**src/rtl/calc_display_driver.sv**
```systemverilog
// Scans an 8-digit common-anode 7-segment display: digits 3..0 show a per-frame snapshot
// of ToDisplay in hex, and digit 7 shows Status. Defining LEADING_ZERO_BLANK_EN blanks leading zeros.
module calc_display_driver #(
  parameter int unsigned REFRESH_DIV = 100000
) (
  input  logic        clk,
  input  logic        reset,
  input  logic [15:0] ToDisplay,
  input  logic [4:0]  Flags,
  input  logic [2:0]  Status,
  output logic [6:0]  Segments,
  output logic [7:0]  Anodes,
  output logic        Dp,
  output logic [4:0]  Leds
);

  localparam int unsigned CW = (REFRESH_DIV > 1) ? $clog2(REFRESH_DIV) : 1;

`ifdef LEADING_ZERO_BLANK_EN
  localparam bit LZB = 1'b1;
`else
  localparam bit LZB = 1'b0;
`endif

  logic [CW-1:0] div_cnt_q, div_cnt_d;
  logic [2:0]    digit_idx_q, digit_idx_d;
  logic [15:0]   snapshot_q, snapshot_d;
  logic [2:0]    status_q, status_d;
  logic [6:0]    seg_q, seg_d;
  logic [7:0]    an_q, an_d;
  logic [4:0]    leds_q;
  logic          tick, frame_start, blank;
  logic [3:0]    nib;

  function automatic logic [6:0] hex7(input logic [3:0] v);
    case (v)
      4'h0: hex7 = 7'h40;  4'h1: hex7 = 7'h79;  4'h2: hex7 = 7'h24;  4'h3: hex7 = 7'h30;
      4'h4: hex7 = 7'h19;  4'h5: hex7 = 7'h12;  4'h6: hex7 = 7'h02;  4'h7: hex7 = 7'h78;
      4'h8: hex7 = 7'h00;  4'h9: hex7 = 7'h10;  4'hA: hex7 = 7'h08;  4'hB: hex7 = 7'h03;
      4'hC: hex7 = 7'h46;  4'hD: hex7 = 7'h21;  4'hE: hex7 = 7'h06;  default: hex7 = 7'h0E;
    endcase
  endfunction

  assign tick        = (div_cnt_q == CW'(REFRESH_DIV - 1));
  // The snapshot is taken on the same edge the scan wraps to digit 0, so a whole frame is coherent.
  assign frame_start = tick && (digit_idx_q == 3'd7);

  always_comb begin
    div_cnt_d   = tick ? '0 : div_cnt_q + 1'b1;
    digit_idx_d = tick ? digit_idx_q + 3'd1 : digit_idx_q;
    snapshot_d  = frame_start ? ToDisplay : snapshot_q;
    status_d    = frame_start ? Status : status_q;
  end

  always_comb begin
    nib   = 4'h0;
    blank = 1'b0;
    case (digit_idx_q)
      3'd0: nib = snapshot_q[3:0];
      3'd1: begin
        nib   = snapshot_q[7:4];
        blank = LZB && (snapshot_q[15:4] == 12'h000);
      end
      3'd2: begin
        nib   = snapshot_q[11:8];
        blank = LZB && (snapshot_q[15:8] == 8'h00);
      end
      3'd3: begin
        nib   = snapshot_q[15:12];
        blank = LZB && (snapshot_q[15:12] == 4'h0);
      end
      3'd7:    nib   = {1'b0, status_q};
      default: blank = 1'b1;
    endcase
    seg_d = blank ? 7'h7F : hex7(nib);
    an_d  = ~(8'b1 << digit_idx_q);
  end

  always_ff @(posedge clk or negedge reset) begin
    if (!reset) begin
      div_cnt_q   <= '0;
      digit_idx_q <= 3'd0;
      snapshot_q  <= 16'h0000;
      status_q    <= 3'd0;
      seg_q       <= 7'h7F;
      an_q        <= 8'hFF;
      leds_q      <= 5'd0;
    end else begin
      div_cnt_q   <= div_cnt_d;
      digit_idx_q <= digit_idx_d;
      snapshot_q  <= snapshot_d;
      status_q    <= status_d;
      seg_q       <= seg_d;
      an_q        <= an_d;
      leds_q      <= Flags;
    end
  end

  assign Segments = seg_q;
  assign Anodes   = an_q;
  assign Leds     = leds_q;
  assign Dp       = 1'b1;

endmodule
```
**config.mk**
```make
export PLATFORM = sky130hd
export DESIGN_NAME = calc_display_driver
export DESIGN_NICKNAME = d
export VERILOG_FILES = /design/src/rtl/calc_display_driver.sv
export SDC_FILE = /design/constraint.sdc
export NUM_CORES = 1
export LEC_CHECK = 0
export ABC_CLOCK_PERIOD_IN_PS = 3500
export CAP_MARGIN = 20
export CORE_ASPECT_RATIO = 2
export CORE_MARGIN = 3
export CORE_UTILIZATION = 32
export CTS_CLUSTER_DIAMETER = 50
export DETAILED_ROUTE_END_ITERATION = 10
export DONT_BUFFER_PORTS = 1
export PLACE_DENSITY_LB_ADDON = 0.08
export SLEW_MARGIN = 0
export SYNTH_ARGS = -nofsm -noshare
export SYNTH_HDL_FRONTEND = slang
export SYNTH_SLANG_ARGS = --single-unit
```
**constraint.sdc**
```tcl
create_clock -name clk -period 3.5 [get_ports clk]
set_clock_uncertainty 0.2 [all_clocks]
set_input_delay 0.35 -clock clk [delete_from_list [all_inputs] [get_ports clk]]
set_output_delay 0.35 -clock clk [all_outputs]
set_load 0.1 [all_outputs]
```
==> reports/results.ini <==
[drt]
drt_iter0_drc = 88
via_count = 1775
via_per_inst = 5.12
wl_per_cell_um = 17.7
wl_met2_um = 3740
firstDrtPassIters = 4
ant_nets = 0
drt-total-wl_um = 6130
top_layer = met4
wl_met1_um = 2050
drc = 0
route.met3.wl_um = 215

[grt]
grt-ovfl-total = 0
antenna_found_initial = 0
grt_use_total = 0.139
grt_pass1_wl_um = 9870
grt_pass1_vias = 1958
grt_max_degree = 60

[run_status]
status = completed

[floorplan]
num_rows = 46
dieWidth_um = 70.7
initial_core_util = 0.332
die_h_um = 135
io_pins = 47
coreArea_um2 = 8060
fp.dieArea_um2 = 9560

[min_path]
holdPathEnd = div_cnt_q[0]
worstHoldStart = div_cnt_q[0]
whs_path_depth = 1
hold_class = flip-flop to flip-flop

[timing]
hold_viol = 0
grt_setup_unrepaired = false
tns_ns = 0
max_freq_mhz = 384
finalCriticalPeriod_ns = 2.60
slew_headroom = 0.416
setup_violations = 0
finalMaxSlewViolations = 0
worstMarginPinSlew_ns = 0.877
min_period_over_period = 0.744
whs_ns = 0.292

[layout]
final_net_count = 285
drive_gt1_frac = 0.215
syn2layout_area_growth_pct = 24.4
final_common_cell = dfrtp_1
n_antenna_cell = 0
stdcell_count = 347
final_cell_mix = 44 x dfrtp_1, 25 x dlygate4sd3_1, 17 x nand2_1, 16 x nor2_1, 15 x dfstp_2

[power_and_ir_drop]
clockPowerShare = 0.493
finalPower_mw = 1.76
p_int_mw = 1.32
comb_power_share = 0.052
p_seq_frac = 0.456
leakage_nw = 1.44
switchingPower_uw = 434
power_density_nw_per_um2 = 528
switching_share = 0.247
ir_drop_mv = 0.250

[clock_network]
cts_made_buffers = 9
postCtsSetupRepairBufs = 0
cts_num_sinks = 59
cts-root-buf = clkbuf_16
cts_buffer_depth = 2
htreeDepth = 3
insertion_delay_ns = 0.33
cts_tree = done
clk_pin_slew_ns = 0.05

[synth]
yosysUniqueCellTypes = 43
ys_warn_count = 0
synth-seq-area-share = 0.559
synth_area_per_cell_um2 = 12.6
syn_area_um2 = 2680
syn_nets = 252
ys_seq_elements = 59
netlist_instances = 213

[worst_setup_path]
reg2reg_from = digit_idx_q[0]
worstSetupStartpointType = flip-flop
critPathRequiredTime_ns = 3.55
worst-setup-path-type = flip-flop to flip-flop
worstPathArrival_ns = 2.65
rrSetupSlack_ns = 0.90
crit_path_max_fanout = 6
ff2ff_path_depth = 8
r2r_end = Segments[0]
end_kind = flip-flop

[placement]
post-place-cells = 305
place_congestion = 0.856
dp.final_hpwl_um = 4540
portBuffers = 0

[job]
drv_cap = 0

==> worst max-delay path: stages, from the launching register on <==
cell      delay [ns]
dfrtp_1         0.39
inv_1           0.12
ha_1            0.28
a222oi_1        0.16
o21ai_0         0.48
inv_1           0.20
ha_1            0.33
nor4_1          0.29
nor3_1          0.08
==> metal layers <==
layer	vias up	global-route usage
met2	41	0.265
met3	8	0.0357
li1	817	-
met1	909	0.134
met5	-	0
met4	0	0.0711
==> cell usage after synthesis (all sizes together) <==
cell type / number / area, um^2
buf: 4 / 43.8
ha: 13 / 163
a21boi: 1 / 7.51
nand4: 5 / 31.3
nor2: 16 / 60.1
a222oi: 3 / 30.0
o31ai: 1 / 7.51
o22ai: 1 / 6.26
a211oi: 1 / 7.51
o221ai: 1 / 15.0
mux2: 19 / 251
clkbuf: 1 / 3.75
mux2i: 2 / 20.0
nand4b: 1 / 8.76
a21oi: 3 / 15.0
and2: 1 / 6.26
o221a: 1 / 11.3
nand3: 7 / 35.0
xor2: 7 / 61.3
nand2b: 4 / 25.0
a311o: 1 / 10.0
dfrtp: 44 / 1100
o21ai: 7 / 35.0
a22oi: 4 / 30.0
xnor2: 9 / 78.8
and4: 4 / 35.0
dfstp: 15 / 394
a32oi: 1 / 8.76
nand2: 18 / 83.8
nor3: 2 / 10.0
conb: 1 / 3.75
o32ai: 1 / 8.76
nor2b: 1 / 6.26
and3: 1 / 6.26
inv: 9 / 33.8
o21a: 1 / 7.51
nor4: 2 / 12.5
==> cell type report <==
class                   instances  area, um^2
fillers                       800        4730
flip-flops and latches         59        1500
well taps                      96         120
clock buffers                  11         243
clock inverters                 5        52.6
repair buffers                 27         285
multi-input cells             140        1100
inverters                       9        33.8
==> how the worst max path moves through the flow <==
stage / start / depth (start not counted) / endpoint
floorplan: digit_idx_q[2] / 9 / Segments[4]
CTS: digit_idx_q[0] / 8 / Segments[0]
finish: digit_idx_q[0] / 8 / Segments[0]
global route: digit_idx_q[0] / 8 / Segments[0]
detailed placement: digit_idx_q[0] / 8 / Segments[0]
global placement: digit_idx_q[0] / 8 / Segments[0]
==> logic make-up (layout without fill, tap and decap cells) <==
family / after synthesis / after routing / share of synthesized area
adder cells (fa/ha/maj): 13 / 13 / 0.0608
other: 1 / 1 / 0.00140
buffers and inverters: 14 / 52 / 0.0304
XOR/XNOR: 16 / 16 / 0.0524
multiplexers: 21 / 21 / 0.101
flip-flops: 59 / 59 / 0.559
AO/OA/AOI/OAI: 27 / 27 / 0.0748
AND/OR/NAND/NOR: 62 / 62 / 0.120
==> power groups by stage <==
| stage | clock network (mW) | registers, mW | logic (mW) |
|---|---|---|---|
| floorplan | 0 | 0.806 | 0.0434 |
| global placement | 0 | 0.812 | 0.0490 |
| detailed placement | 0 | 0.812 | 0.0513 |
| CTS | 0.885 | 0.801 | 0.0926 |
| global route | 0.919 | 0.802 | 0.101 |
| finish | 0.865 | 0.800 | 0.0913 |
==> metrics by stage <==
step	setup WS, ns	util	instance area (um^2)
after floorplan	1.23	-	2680
after global placement	1.00	0.342	2760
after CTS	0.885	0.413	3330
final	0.895	0.413	3330
after global routing	0.633	0.413	3330
after detailed placement	0.894	0.342	2760
==> flip-flops by register name, indices dropped and copies added (netlist names) <==
signal,flops
digit_idx_q,3
div_cnt_q,17
snapshot_q,16
Anodes,8
status_q,3
Segments,7
Leds,5
==> timing repair <==
action / 4_1_cts / 5_1_grt
hold buffers: 26 / 0
hold endpoints to repair: 83 / 0
resized for setup: 0 / 0
Note: power is estimated with default switching activity, not from simulation.
